**config.mk**
```make
export PLATFORM = sky130hd
export DESIGN_NAME = rs232c_io
export DESIGN_NICKNAME = d
export VERILOG_FILES = /design/src/rtl/rs232c_io.sv
export SDC_FILE = /design/constraint.sdc
export NUM_CORES = 1
export LEC_CHECK = 0
export ABC_AREA = 1
export CAP_MARGIN = 20
export CORE_ASPECT_RATIO = 0.6
export CORE_MARGIN = 5
export CORE_UTILIZATION = 56
export CTS_BUF_LIST = sky130_fd_sc_hd__clkbuf_8
export CTS_CLUSTER_DIAMETER = 30
export CTS_CLUSTER_SIZE = 25
export DETAILED_ROUTE_END_ITERATION = 8
export PLACE_DENSITY = 0.9
export RECOVER_POWER = 50
export SLEW_MARGIN = 20
export SYNTH_ARGS = -nofsm -noshare
export SYNTH_HDL_FRONTEND = slang
export SYNTH_SLANG_ARGS = --single-unit
```
**constraint.sdc**
```tcl
create_clock -name clk -period 11.85 [get_ports clk]
set_clock_uncertainty 0.1 [all_clocks]
set_input_delay 2.37 -clock clk [delete_from_list [all_inputs] [get_ports clk]]
set_output_delay 2.37 -clock clk [all_outputs]
set_load 0.02 [all_outputs]
```
**src/rtl/rs232c_io.sv**
```systemverilog
// rs232c_io: byte/word I/O dispatcher between the execute stage and UART FIFOs.
// One FIFO access per byte with a gap cycle; stalls the CPU until done.
module rs232c_io #(
    parameter int BYTES = 4,
    localparam int DW = 8 * BYTES
) (
    input  logic          clk,
    input  logic          rst,
    input  logic          inst_valid,
    input  logic [31:0]   inst,
    input  logic [DW-1:0] rt,
    output logic          stall,
    output logic          push_send_data,
    output logic [7:0]    send_data,
    input  logic          tx_full,
    input  logic          rx_wait,
    input  logic [7:0]    received_data,
    output logic          rx_pop,
    output logic          enable,
    output logic          float,
    output logic [4:0]    addr,
    output logic [DW-1:0] data
);

    localparam logic [5:0] INPUTW  = 6'b111100;
    localparam logic [5:0] INPUTB  = 6'b111101;
    localparam logic [5:0] OUTPUTB = 6'b111110;
    localparam logic [5:0] OUTPUTW = 6'b111111;

    typedef enum logic [2:0] {
        IDLE,
        RX_POLL,
        RX_GAP,
        WB,
        TX_POLL,
        TX_GAP
    } state_t;

    state_t state, state_nxt;

    logic [5:0]    op;
    logic          is_rx;
    logic          is_tx;
    logic          is_word;
    logic          accept;
    logic          last;
    logic [3:0]    idx;
    logic [3:0]    cnt;
    logic [4:0]    rd_q;
    logic [DW-1:0] rt_q;
    logic [DW-1:0] asm_q;
    logic [7:0]    tx_byte;
    logic          unused_inst;

    assign op          = inst[31:26];
    assign is_rx       = (op == INPUTB) | (op == INPUTW);
    assign is_tx       = (op == OUTPUTB) | (op == OUTPUTW);
    assign is_word     = (op == INPUTW) | (op == OUTPUTW);
    assign accept      = inst_valid & (is_rx | is_tx) & (state == IDLE);
    assign last        = (idx == cnt - 4'd1);
    assign unused_inst = ^{inst[25:21], inst[15:0]};

    // Select the operand byte addressed by the current byte index.
    always_comb begin
        tx_byte = rt_q[7:0];
        for (int b = 0; b < BYTES; b++) begin
            if (idx == b[3:0]) begin
                tx_byte = rt_q[8*b +: 8];
            end
        end
    end

    // State register.
    always_ff @(posedge clk or posedge rst) begin
        if (rst) begin
            state <= IDLE;
        end else begin
            state <= state_nxt;
        end
    end

    // Next-state logic: poll, then a gap cycle so FIFO flags can settle.
    always_comb begin
        state_nxt = state;
        unique case (state)
            IDLE: begin
                if (accept) begin
                    state_nxt = is_rx ? RX_POLL : TX_POLL;
                end
            end
            RX_POLL: begin
                if (!rx_wait) begin
                    state_nxt = RX_GAP;
                end
            end
            RX_GAP: begin
                state_nxt = last ? WB : RX_POLL;
            end
            WB: begin
                state_nxt = IDLE;
            end
            TX_POLL: begin
                if (!tx_full) begin
                    state_nxt = TX_GAP;
                end
            end
            TX_GAP: begin
                state_nxt = last ? IDLE : TX_POLL;
            end
            default: begin
                state_nxt = IDLE;
            end
        endcase
    end

    // Registered strobes, operand latches and little-endian byte assembly.
    always_ff @(posedge clk or posedge rst) begin
        if (rst) begin
            push_send_data <= 1'b0;
            send_data      <= 8'h00;
            rx_pop         <= 1'b0;
            enable         <= 1'b0;
            addr           <= 5'd0;
            data           <= '0;
            idx            <= 4'd0;
            cnt            <= 4'd1;
            rd_q           <= 5'd0;
            rt_q           <= '0;
            asm_q          <= '0;
        end else begin
            push_send_data <= 1'b0;
            rx_pop         <= 1'b0;
            enable         <= 1'b0;
            unique case (state)
                IDLE: begin
                    if (accept) begin
                        rd_q  <= inst[20:16];
                        rt_q  <= rt;
                        cnt   <= is_word ? 4'(BYTES) : 4'd1;
                        idx   <= 4'd0;
                        asm_q <= '0;
                    end
                end
                RX_POLL: begin
                    if (!rx_wait) begin
                        rx_pop <= 1'b1;
                        for (int b = 0; b < BYTES; b++) begin
                            if (idx == b[3:0]) begin
                                asm_q[8*b +: 8] <= received_data;
                            end
                        end
                    end
                end
                RX_GAP: begin
                    idx <= idx + 4'd1;
                    if (last) begin
                        enable <= 1'b1;
                        addr   <= rd_q;
                        data   <= asm_q;
                    end
                end
                TX_POLL: begin
                    if (!tx_full) begin
                        push_send_data <= 1'b1;
                        send_data      <= tx_byte;
                    end
                end
                TX_GAP: begin
                    idx <= idx + 4'd1;
                end
                default: begin
                end
            endcase
        end
    end

    // Stall covers the accept cycle combinationally, then every busy cycle.
    always_comb begin
        stall = (state != IDLE) | accept;
        float = 1'b0;
    end

endmodule

```
==> summary.txt <==
Clocking
  – Clock latency on the worst-skew pair: 0.43 ns
  – Resized cells post-CTS: 0
  – Reg clk slew, reported paths: 0.08 ns
  – Clock sink total: 126
  – Clock tree buffer depth: 2
  – Root Driver: clkbuf_8
  – Post-CTS setup buffers: 0
  – TritonCTS clock tree: yes
  – Cts hold-fix bufs: 0
  – # H-tree levels: 4
  – CTS buffer count: 17

Drt
  – DR WL/cell: 15.5 um
  – # DRC: 0
  – Post-DRT Antenna Nets: 0
  – Detailed Routing Iterations Pass 1: 6
  – DR iter-0 viols: 373
  – Total wire length: 13700 um
  – Via-to-Cell Ratio: 5.20
  – DR vias: 4616

Floorplanning
  – Row Count: 28
  – Die Wd: 138 um
  – I/O pins: 127
  – Core area: 9740 um^2
  – Die height: 86.8 um
  – Starting Density: 0.565
  – Die outline area: 12000 um^2

Layout
  – Share of post-route cells with drive strength above 1: 0.0744
  – Antenna Cells: 0
  – Nets: 823
  – Post-route cell area: 6790 um^2
  – Area growth from synthesis to layout: 23.4%
  – Fillers: 779

Timing
  – Final setup viols: 0
  – PnR worst setup slack: 5.34 ns
  – Final period utilization: 0.549
  – Minimum clock period: 6.51 ns
  – Worst slew pin tran: 2.18 ns
  – Max transition margin: -0.459
  – RSZ-0062 raised after global routing: false
  – Max Fclk: 154 MHz
  – Setup TNS: 0 ns
  – Final slew viol count: 90
  – Fin. Hold Viols: 0

Yosys
  – Average cell area after synthesis: 8.58 um^2
  – Ys Warns: 0
  – Sequential-to-total area share from yosys stat: 0.573
  – Syn_nets: 724
  – Synth cell types: 29
  – Synth Cell Area: 5510 um^2
  – Post-synthesis instance total: 642
  – Yosys reg bits: 126

Min path
  – Min-delay worst type: flop to flop
  – Hold path endpoint: data[14]
  – Hold Crit Start: asm_q[14]
  – Min-Delay Path Depth: 2

Worst setup path
  – R2R cell count: 10
  – CP max-delay cell: clkdlybuf4s50_1
  – R2R Path End: addr[1]
  – WP data required: 9.38 ns
  – Worst Path Class, Setup: input port to primary output
  – Startpoint Class: input port
  – Worst Path Max Fanout: 3
  – Reg2reg setup slack: 7.56 ns
  – Most used cell, CP: nand2_1
  – Worst setup EP type: primary output
  – Arr. time, crit path: 4.04 ns
  – Worst path max stage delay: 0.63 ns
  – Reg2Reg Launch Point: cnt[0]
  – Critical Path, Cell by Cell: dlygate4sd3_1 -> nand2_1 -> nor2_1 -> nand2_2 -> nand2_1 -> clkdlybuf4s50_1

Global route
  – Pin count of the biggest net entering global routing: 79
  – Vias in the first global route: 4599
  – GRT overflow: 0
  – Gr usage total: 0.235
  – First-pass GRT wire length: 22300 um
  – Antenna violations before repair: 0

Power and ir drop
  – Comb power frac: 0.346
  – P per Cell Area: 233 nW/um^2
  – Int Pwr: 0.000962 W
  – Sw Share: 0.391
  – Lkg Pwr: 3.57 nW
  – Clock power share: 0.217
  – Flop pwr share: 0.437
  – Switching Power: 0.000618 W
  – Worst vdd ir: 0.104 mV

Run
  – Max cap viols: 2

Place
  – DPL Wire Length: 9520 um
  – Routability cong.: 0.879
  – Port Buffers: 104
  – Setup WS pre-CTS: 5.47 ns
  – Placed cell areas: 6550 um^2

Run status
  – Failing checks: max-capacitance violations, max-slew violations
  – Status: complete, but fails checks
power groups by stage:
stage	Combinational (W)	Clock (W)	Sequential, W
3_5_place_dp	0.000594	0	0.000690
4_1_cts	0.000602	0.000347	0.000686
3_3_place_gp	0.000560	0	0.000682
2_1_floorplan	0.000389	0	0.000711
6_report	0.000547	0.000343	0.000690
5_1_grt	0.000609	0.000368	0.000705
flip-flops by register name, summed over array words and instances, names as in the netlist:
name and flops:
addr 5, data 32, rx_pop 1, send_data 8, idx 4, state 3, rd_q 5, enable 1
rt_q 32, cnt 2, asm_q 32, push_send_data 1
cell usage in the layout, fill, tap and decap left out, drive strengths merged, types with 4 or more instances in the layout:
master / n
nand2: 316
dfrtp: 125
clkdlybuf4s50: 84
o21ai: 68
inv: 46
nor2: 33
dlygate4sd3: 20
clkbuf: 18
nand3: 11
clkinvlp: 6
clkinv: 6
ha: 5
a21oi: 4
layout make-up:
cell class              count  area, um^2  share of cell area
flip-flops and latches    126        3150               0.464
multi-input cells         445        1880               0.277
repair buffers            105        1050               0.154
clock buffers              18         248              0.0365
inverters                  46         176              0.0260
well taps                 135         169              0.0249
clock inverters            13         118              0.0173
how the worst max path moves through the flow:
stage | from | end | slack (ns)
after detailed placement | inst[29] | stall | 5.47
after floorplan | rst | addr[0] | 6.03
after global placement | inst[30] | stall | 5.48
after CTS | inst[29] | stall | 5.46
after global routing | inst[30] | stall | 5.23
final | inst[30] | stall | 5.34
critical path, delay by kind of cell:
family	cells	cell delay (ns)
and+or+nand+nor	4	0.53
buffers and inverters	2	1.15
synthesized netlist by cell type:
cell type	number	area, um^2
nor2_4	1	11.3
o21ai_1	23	115
nand3_2	2	20.0
a21oi_4	1	16.3
nand2_4	5	56.3
dfstp_2	1	26.3
nor3_1	3	15.0
nand2_2	7	43.8
dfrtp_1	125	3130
nand2_1	304	1140
nand3_4	1	17.5
o21ai_2	16	140
xor2_1	1	8.76
buf_4	3	22.5
nor2_2	4	25.0
a21oi_1	3	15.0
ha_1	5	62.6
inv_2	9	33.8
clkbuf_1	3	11.3
nand3_1	8	40.0
o21ai_0	29	145
o21a_1	2	15.0
buf_2	12	60.1
o22ai_1	1	6.26
inv_1	36	135
nor2_1	28	105
conb_1	1	3.75
inv_4	1	6.26
buf_6	7	78.8
logic make-up after synthesis:
logic type	synth area share
other	0.000681
flip-flops	0.573
XOR/XNOR	0.00159
AND/OR/NAND/NOR	0.268
adder cells (fa/ha/maj)	0.0114
buffers and inverters	0.0632
AO/OA/AOI/OAI	0.0823
metrics by stage:
| step | utilization | std cells | power [W] | hold WS (ns) |
|---|---|---|---|---|
| finish | 0.697 | 888 | 0.00158 | 0.373 |
| global route | 0.697 | 888 | 0.00168 | 0.391 |
| CTS | 0.710 | 888 | 0.00164 | 0.375 |
| detailed placement | 0.673 | 857 | 0.00128 | 0.361 |
| global placement | 0.673 | 857 | 0.00124 | 0.354 |
| floorplan | - | 642 | 0.00110 | 0.342 |
layer usage:
metal  part of all wire  vias up  global-route usage
li1                   -     2183                   -
met4              0.019        0              0.0870
met5                  0        -                   0
met2               0.49      161               0.392
met3              0.066       30              0.0628
met1               0.43     2242               0.299
(Power assumes the default switching activity.)
==> RTL edit: new RTL, same settings <==
Set the parameter `BYTES` to 2 (it was 4).
--- a/src/rtl/rs232c_io.sv
+++ b/src/rtl/rs232c_io.sv
@@ -3,3 +3,3 @@
 module rs232c_io #(
-    parameter int BYTES = 4,
+    parameter int BYTES = 2,
     localparam int DW = 8 * BYTES
Ports: changed (resized data and rt); port bits go from 127 to 95. No check against the original RTL was run, so the function may have changed too.
==> RTL edit against the unedited design <==
The run still ends with capacitance limit, slew limit left. Combinational power shrank 26%. Synthesized area fell by 37%. Via count is 36% lower. Worst setup slack gained 140 ps. Total power decreased by 35%. Final area down 35%. Largest cell class unchanged. Sequential cell count shrank 48. Highest routed layer unchanged. Routed wire length shrank 38%.
==> RTL edit: results (changes against the unedited design) <==
Clock-cell share of area - 0.0410 (was 0.0538)
FP Rows - 22 (was 28)
Sequential cell power - 435 uW (was 690 uW)
Fmax achieved - 157 MHz (was 154 MHz)
Inverters - 31 (was 46)
Sink Count - 78 (was 126)
M1 GR Usage - 0.275 (was 0.299)
Pre-CTS setup slack - 5480 ps (was 5470 ps)
H-Tree Depth - 3 (was 4)
Max-cap violations - 1 (was 2)
Met2 wire length - 4.17 mm (was 6.67 mm)
Failing checks - capacitance limit, slew limit (unchanged)
HPWL after DPL - 5.95 mm (was 9.52 mm)
NonClk Buf Share - 0.165 (was 0.154)
Outcome - complete, but fails checks (unchanged)
Initial drt markers - 220 (was 373)
RD Place Congestion - 0.885 (was 0.879)
VDD IR max - 0.108 mV (was 0.104 mV)
Lkg Pwr - 0.00234 uW (was 0.00357 uW)
First-pass iteration count of the detailed router - 4 (was 6)
Syn nets - 474 (was 724)
Max Slew Vio Count - 79 (was 90)
Port-buffer cells - 72 (was 104)
Top Registers - asm_q: 16 flops, data: 16 flops, rt_q: 16 flops (was asm_q: 32 flops, data: 32 flops, rt_q: 32 flops)
Vias in the first global route - 3056 (was 4599)
Vias/cell - 5.23 (was 5.20)
==> RTL edit: changes by cell type after synthesis, sizes merged, moves of 2 or more <==
cell | unedited run | this run
inv | 46 | 31
nand2 | 316 | 194
dfrtp | 125 | 77
nor2 | 33 | 28
nor3 | 3 | 1
clkbuf | 3 | 1
o21ai | 68 | 39
buf | 22 | 11
==> RTL edit: cells by family (layout without fill, tap and decap cells) <==
kind of cell,Yosys count,after routing
buf+inv,43,119
compound gates,45,45
simple gates,236,236
fa+ha+maj,4,4
other cells,1,1
flops,78,78
xor+xnor,2,2
==> RTL edit: worst paths after layout <==
check	from	end	cells after the start
setup / recovery	inst[28]	stall	6
max in group asynchronous	rst	state[2]	3
setup reg to reg	cnt[0]	data[3]	12
min in group asynchronous	rst	rt_q[7]	3
hold reg to reg	data[8]	data[8]	2
hold / removal	data[8]	data[8]	2
==> RTL edit: tightest hold or removal path, cell delays in order, from the launching register on <==
cell	delay [ps]
dfrtp_1	340
nand2_1	60
nand2_1	50
